File: config.mk
export PLATFORM = sky130hd
export DESIGN_NAME = alu_seq
export DESIGN_NICKNAME = d
export VERILOG_FILES = /design/src/rtl/alu_pkg.sv /design/src/rtl/alu_mul_seq.sv /design/src/rtl/alu_seq.sv
export SDC_FILE = /design/constraint.sdc
export NUM_CORES = 1
export LEC_CHECK = 0
export ABC_CLOCK_PERIOD_IN_PS = 8600
export BUFFER_PORTS_ARGS = -buffer_cell sky130_fd_sc_hd__buf_4
export CAP_MARGIN = 20
export CORE_MARGIN = 2
export CORE_UTILIZATION = 56
export CTS_CLUSTER_SIZE = 30
export DETAILED_ROUTE_END_ITERATION = 10
export GPL_TIMING_DRIVEN = 0
export HOLD_SLACK_MARGIN = 0.15
export PLACE_DENSITY_LB_ADDON = 0.05
export SYNTH_ARGS = -nofsm -noshare
export SYNTH_HDL_FRONTEND = slang
export SYNTH_SLANG_ARGS = --single-unit
export TNS_END_PERCENT = 100
File: constraint.sdc
create_clock -name clk -period 8.6 [get_ports clk]
set_input_delay 0.43 -clock clk [delete_from_list [all_inputs] [get_ports clk]]
set_output_delay 0.43 -clock clk [all_outputs]
set_load 0.005 [all_outputs]
File: src/rtl/alu_pkg.sv
// Shared ALU definitions: opcode encodings, FSM state encoding and opcode classifiers.
// The combinational alu and the sequential alu_seq both import this package.
package alu_pkg;

    localparam logic [3:0] OP_ADD   = 4'b0000;
    localparam logic [3:0] OP_SLL   = 4'b0001;
    localparam logic [3:0] OP_SLT   = 4'b0010;
    localparam logic [3:0] OP_SLTU  = 4'b0011;
    localparam logic [3:0] OP_SUB   = 4'b0100;
    localparam logic [3:0] OP_XOR   = 4'b0101;
    localparam logic [3:0] OP_OR    = 4'b0110;
    localparam logic [3:0] OP_AND   = 4'b0111;
    localparam logic [3:0] OP_MUL   = 4'b1000;
    localparam logic [3:0] OP_MULHU = 4'b1001;
    localparam logic [3:0] OP_SRL   = 4'b1101;
    localparam logic [3:0] OP_SRA   = 4'b1110;

    typedef enum logic [1:0] {
        ST_IDLE = 2'b00,
        ST_BUSY = 2'b01,
        ST_DONE = 2'b10
    } state_e;

    function automatic logic is_mul_op(input logic [3:0] op);
        return (op == OP_MUL) || (op == OP_MULHU);
    endfunction

    function automatic logic is_single_op(input logic [3:0] op);
        logic r;
        case (op)
            OP_ADD, OP_SUB, OP_AND, OP_OR, OP_XOR,
            OP_SLL, OP_SRL, OP_SRA, OP_SLT, OP_SLTU: r = 1'b1;
            default:                                 r = 1'b0;
        endcase
        return r;
    endfunction

endpackage

File: src/rtl/alu_mul_seq.sv
// Bit-serial shift-add unsigned multiplier producing a full 2*WIDTH product.
// Bit 0 is folded in on the start edge, the remaining WIDTH-1 bits while busy.
module alu_mul_seq
    import alu_pkg::*;
#(
    parameter int WIDTH = 32
) (
    input  logic                 clk,
    input  logic                 rst_n,
    input  logic                 start,
    input  logic [WIDTH-1:0]     a,
    input  logic [WIDTH-1:0]     b,
    output logic                 busy,
    output logic                 done,
    output logic [2*WIDTH-1:0]   product
);

    localparam int CW = $clog2(WIDTH) + 1;

    logic [2*WIDTH-1:0] acc_q, acc_d;
    logic [2*WIDTH-1:0] mcand_q, mcand_d;
    logic [WIDTH-1:0]   mplier_q, mplier_d;
    logic [CW-1:0]      cnt_q, cnt_d;
    logic               busy_q, busy_d;
    logic               done_q, done_d;

    // Next-state for one shift-add step; done pulses for one cycle after the last bit.
    always_comb begin
        acc_d    = acc_q;
        mcand_d  = mcand_q;
        mplier_d = mplier_q;
        cnt_d    = cnt_q;
        busy_d   = busy_q;
        done_d   = 1'b0;
        if (start) begin
            acc_d    = b[0] ? {{WIDTH{1'b0}}, a} : {(2*WIDTH){1'b0}};
            mcand_d  = {{(WIDTH-1){1'b0}}, a, 1'b0};
            mplier_d = {1'b0, b[WIDTH-1:1]};
            cnt_d    = CW'(WIDTH - 1);
            busy_d   = 1'b1;
        end else if (busy_q) begin
            acc_d    = acc_q + (mplier_q[0] ? mcand_q : {(2*WIDTH){1'b0}});
            mcand_d  = {mcand_q[2*WIDTH-2:0], 1'b0};
            mplier_d = {1'b0, mplier_q[WIDTH-1:1]};
            cnt_d    = cnt_q - CW'(1);
            if (cnt_q == CW'(1)) begin
                busy_d = 1'b0;
                done_d = 1'b1;
            end else begin
                busy_d = 1'b1;
            end
        end else begin
            busy_d = 1'b0;
        end
    end

    // Multiplier state registers.
    always_ff @(posedge clk or negedge rst_n) begin
        if (!rst_n) begin
            acc_q    <= {(2*WIDTH){1'b0}};
            mcand_q  <= {(2*WIDTH){1'b0}};
            mplier_q <= {WIDTH{1'b0}};
            cnt_q    <= {CW{1'b0}};
            busy_q   <= 1'b0;
            done_q   <= 1'b0;
        end else begin
            acc_q    <= acc_d;
            mcand_q  <= mcand_d;
            mplier_q <= mplier_d;
            cnt_q    <= cnt_d;
            busy_q   <= busy_d;
            done_q   <= done_d;
        end
    end

    assign busy    = busy_q;
    assign done    = done_q;
    assign product = acc_q;

endmodule

File: src/rtl/alu_seq.sv
// Handshaked ALU: single-cycle ops finish in one cycle, MUL/MULHU use a sequential
// multiplier; the result is held in DONE until the consumer takes it.
module alu_seq
    import alu_pkg::*;
#(
    parameter int WIDTH  = 32,
    parameter int MUL_EN = 1
) (
    input  logic             clk,
    input  logic             rst_n,
    input  logic             in_valid,
    output logic             in_ready,
    input  logic [3:0]       opcode,
    input  logic [WIDTH-1:0] left,
    input  logic [WIDTH-1:0] right,
    output logic             out_valid,
    input  logic             out_ready,
    output logic [WIDTH-1:0] result,
    output logic             illegal
);

    localparam int   SHW    = $clog2(WIDTH);
    localparam logic MUL_ON = (MUL_EN != 0);

    state_e             state_q, state_d;
    logic               out_valid_q, out_valid_d;
    logic [WIDTH-1:0]   result_q, result_d;
    logic               illegal_q, illegal_d;
    logic               mul_hi_q, mul_hi_d;
    logic               mul_start_s;
    logic               mul_busy_s;
    logic               mul_done_s;
    logic [2*WIDTH-1:0] mul_prod_s;

    function automatic logic [WIDTH-1:0] alu_eval(
        input logic [3:0]       op,
        input logic [WIDTH-1:0] a,
        input logic [WIDTH-1:0] b
    );
        logic [SHW-1:0]   sh;
        logic [WIDTH-1:0] one;
        logic [WIDTH-1:0] r;
        sh  = b[SHW-1:0];
        one = {{(WIDTH-1){1'b0}}, 1'b1};
        case (op)
            OP_ADD:  r = a + b;
            OP_SUB:  r = a - b;
            OP_AND:  r = a & b;
            OP_OR:   r = a | b;
            OP_XOR:  r = a ^ b;
            OP_SLL:  r = a << sh;
            OP_SRL:  r = a >> sh;
            OP_SRA:  r = $signed(a) >>> sh;
            OP_SLT:  r = ($signed(a) < $signed(b)) ? one : {WIDTH{1'b0}};
            OP_SLTU: r = (a < b) ? one : {WIDTH{1'b0}};
            default: r = {WIDTH{1'b0}};
        endcase
        return r;
    endfunction

    generate
        if (MUL_EN != 0) begin : g_mul
            alu_mul_seq #(.WIDTH(WIDTH)) u_mul (
                .clk     (clk),
                .rst_n   (rst_n),
                .start   (mul_start_s),
                .a       (left),
                .b       (right),
                .busy    (mul_busy_s),
                .done    (mul_done_s),
                .product (mul_prod_s)
            );
        end else begin : g_no_mul
            assign mul_busy_s = 1'b0;
            assign mul_done_s = 1'b0;
            assign mul_prod_s = {(2*WIDTH){1'b0}};
        end
    endgenerate

    // FSM next-state; the single-cycle result is computed at acceptance so later input changes cannot leak in.
    always_comb begin
        state_d     = state_q;
        out_valid_d = out_valid_q;
        result_d    = result_q;
        illegal_d   = illegal_q;
        mul_hi_d    = mul_hi_q;
        mul_start_s = 1'b0;
        case (state_q)
            ST_IDLE: begin
                if (in_valid) begin
                    if (is_mul_op(opcode) && MUL_ON) begin
                        mul_start_s = 1'b1;
                        mul_hi_d    = (opcode == OP_MULHU);
                        state_d     = ST_BUSY;
                    end else if (is_single_op(opcode)) begin
                        result_d    = alu_eval(opcode, left, right);
                        illegal_d   = 1'b0;
                        out_valid_d = 1'b1;
                        state_d     = ST_DONE;
                    end else begin
                        result_d    = {WIDTH{1'b0}};
                        illegal_d   = 1'b1;
                        out_valid_d = 1'b1;
                        state_d     = ST_DONE;
                    end
                end else begin
                    state_d = ST_IDLE;
                end
            end
            ST_BUSY: begin
                if (mul_done_s) begin
                    result_d    = mul_hi_q ? mul_prod_s[2*WIDTH-1:WIDTH] : mul_prod_s[WIDTH-1:0];
                    illegal_d   = 1'b0;
                    out_valid_d = 1'b1;
                    state_d     = ST_DONE;
                end else if (!mul_busy_s) begin
                    // Multiplier lost its operation (should not happen): drop back rather than hang.
                    out_valid_d = 1'b0;
                    state_d     = ST_IDLE;
                end else begin
                    state_d = ST_BUSY;
                end
            end
            ST_DONE: begin
                if (out_ready) begin
                    out_valid_d = 1'b0;
                    state_d     = ST_IDLE;
                end else begin
                    state_d = ST_DONE;
                end
            end
            default: begin
                out_valid_d = 1'b0;
                result_d    = {WIDTH{1'b0}};
                illegal_d   = 1'b0;
                state_d     = ST_IDLE;
            end
        endcase
    end

    // FSM and output registers.
    always_ff @(posedge clk or negedge rst_n) begin
        if (!rst_n) begin
            state_q     <= ST_IDLE;
            out_valid_q <= 1'b0;
            result_q    <= {WIDTH{1'b0}};
            illegal_q   <= 1'b0;
            mul_hi_q    <= 1'b0;
        end else begin
            state_q     <= state_d;
            out_valid_q <= out_valid_d;
            result_q    <= result_d;
            illegal_q   <= illegal_d;
            mul_hi_q    <= mul_hi_d;
        end
    end

    assign in_ready  = (state_q == ST_IDLE);
    assign out_valid = out_valid_q;
    assign result    = result_q;
    assign illegal   = illegal_q;

endmodule

==> results_dict.tcl <==
set metrics [dict create \
    fmax_ghz 0.1844 \
    grt_antenna_before_repair 11 \
    cts_inserted_buffers 23 \
    postSynthCellCount 2660 \
    syn_area_um2 21420 \
    grt_pass1_wl_um 138500 \
    grt_pass1_vias 21419 \
    hold_depth 3 \
    status "completed" \
    grt_util_met2 0.6569 \
    worstPathCellList "clkbuf_1 -> clkbuf_1 -> nand2_1 -> fa_1 -> nor2b_1 -> o211ai_1 -> a21o_1 -> o41ai_1 -> o2111ai_1 -> a211oi_2 -> o211ai_1 -> a21boi_1 -> mux2i_1 -> mux2i_1" \
    cts_resized 0 \
    nNetsFinal 3039 \
    wl_per_cell_um 28.73 \
    relSlewSlack 0.1634 \
    ys_async_sr_fraction 1.000 \
    seq_area_frac_synth 0.2371 \
    min_path_type "primary input to flip-flop" \
    drc 0 \
    holdWs_ns 0.1478 \
    required_ns 9.07 \
    gp_congestion 1.099 \
    synth_ff_type "dfrtp_1" \
    vias 23404 \
    cts_tree "done" \
    mostFrequentLayoutCell "nor2_1" \
    tns_ns 0 \
    wl_um 95570 \
    holdBufCountCts 3 \
    slowest_stage "o41ai_1" \
    syn_to_final_growth_pct 10.53 \
    ir_worst_vdd_mv 0.2398 \
    yosys_warnings 0 \
    dp_hpwl_um 74130 \
    io_pins 107 \
    path_max_fanout 10 \
    grt_max_degree 114 \
    netlist-cell-type-count 86 \
    start_util 0.5688 \
    final_layout_size_suffix_gt1_frac 0.08926 \
    fp-row-count 71 \
    finalClockSkew_ns 0.02158 \
    drt_iter0_drc 3609 \
    maxCapViolations 0 \
    first_pass_iters 7 \
    power_density_nw_per_um2 323.3 \
    tightest_slew_ns 1.255 \
    die_area_um2 39840 \
    rsz0062_at_grt "false" \
    fp.dieW_um 199.6 \
    cts.sinks 203 \
    cts_root_buf "clkbuf_16" \
    setup_viol_count_final 0 \
    core_area_um2 37670 \
    vias_per_cell 7.035 \
    clkLatencyLatePin_ns 0.57 \
    ant_nets 0 \
    grt-ovfl-total 0 \
    path_clk_slew_ns 0.08 \
    syn_nets 2903 \
    top_usage_layer "met2" \
    gr-usage-met1 0.6539 \
    finalCritPeriodShare 0.6306 \
    critPathKind "flip-flop to flip-flop" \
    cpPeakStageDelay_ns 0.79 \
    synth-seq-cells 203 \
    fillers 3361 \
    port_buffers 105 \
    cp-end-kind "flip-flop" \
    crit_arrival_ns 5.89 \
    p_leak_nw 11.22 \
    die_h_um 199.6 \
    reg2regPathDepth 14 \
    synth-edff-count 0 \
    finalCriticalPeriod_ns 5.424 \
    htree_levels 1 \
    syn_avg_cell_area_um2 8.054 \
    slew_violations 0 \
    postCtsSetupBuffers 0 \
    critPathLaunchType "flip-flop" \
    hold_viol_final 0 \
    final_cell_mix "nor2_1 (325), a21oi_1 (284), mux2i_1 (219)" \
    clock_path_buffers 3 \
    met3_usage 0.1519 \
    track_usage 0.4721 \
]
## logic make-up after synthesis
group                    share of synthesized area
XOR/XNOR                                   0.03516
adder cells (fa/ha/maj)                     0.1009
AND/OR/NAND/NOR                             0.1651
multiplexers                                0.1570
flip-flops                                  0.2371
buffers and inverters                      0.05898
AO/OA/AOI/OAI                               0.2458
## routing by layer
layer,vias to the layer above,wire length [um]
met5,-,39
met4,6,5977
met3,421,14660
met2,1872,37500
met1,11189,37400
li1,9916,-
## final cells by class
class,count,area (um2),area share
Multi-Input combinational cell,2134,15080,0.6368
Tap cell,511,639.4,0.02700
Inverter,115,431.7,0.01823
Antenna cell,4,10.01,0.0004227
Clock inverter,14,125.1,0.005284
Clock buffer,27,600.6,0.02536
Timing Repair Buffer,111,880.8,0.03720
Buffer,208,832.0,0.03514
Sequential cell,203,5080,0.2145
## synthesized netlist by cell type, drive strengths merged (50+ instances only)
cell    count  area share
a21oi     285       0.067
ha        168       0.098
o21ai     172       0.040
xnor2      63       0.026
and2       69       0.020
dfrtp     203        0.24
mux2i     219        0.10
nor2      325       0.057
mux4       50       0.053
buf        50       0.011
nand2     175       0.031
a21o       55       0.019
clkbuf    158       0.028
inv       115       0.020
## state kept, by name, summed over array words and instances (netlist names)
name                  cells
g_mul.u_mul.busy          1
g_mul.u_mul.cnt_q         6
g_mul.u_mul.done          1
g_mul.u_mul.mcand_q      63
g_mul.u_mul.mplier_q     31
g_mul.u_mul.product      64
illegal                   1
mul_hi_q                  1
out_valid                 1
result                   32
state_q                   2
## power by group
group / total (W) / leakage (nW) / internal (W) / switching [W]
logic: 0.00475 / 8.37 / 0.00191 / 0.00284
clock network: 0.000989 / 0.354 / 0.000536 / 0.000452
registers: 0.00191 / 2.49 / 0.00142 / 0.000490
total: 0.00766 / 11.2 / 0.00387 / 0.00378
## stage by stage
step                std cells    util  cell area (um2)  total power [W]  setup slack (ns)
finish                   3327  0.6287            23680         0.007657             3.176
global route             3323  0.6284            23670         0.008086             3.010
CTS                      3322  0.6281            23660         0.007473             3.486
detailed placement       3278  0.6080            22900         0.006455             3.549
global placement         3276  0.6067            22850         0.006280             3.384
floorplan                2660       -            21420         0.005046             4.840
## path summary, 6_finish.rpt
path	start	endpoint	slack, ns
hold reg to reg	g_mul.u_mul.product[0]	g_mul.u_mul.product[0]	0.49
setup / recovery	g_mul.u_mul.mplier_q[0]	g_mul.u_mul.product[63]	3.18
hold / removal	right[13]	g_mul.u_mul.mplier_q[12]	0.15
setup reg to reg	g_mul.u_mul.mplier_q[0]	g_mul.u_mul.product[63]	3.18
max in group asynchronous	rst_n	g_mul.u_mul.product[11]	7.01
min in group asynchronous	rst_n	g_mul.u_mul.mplier_q[17]	0.50
## worst max-delay path, delay by kind of cell, from the launching register on
family,cells,cell delay (ns)
AO/OA/AOI/OAI,7,2.48
buffers and inverters,2,1.16
adder cells (fa/ha/maj),1,0.48
AND/OR/NAND/NOR,2,0.41
flip-flops,1,0.32
multiplexers,2,0.49
Power figures use the tool's default switching activity.
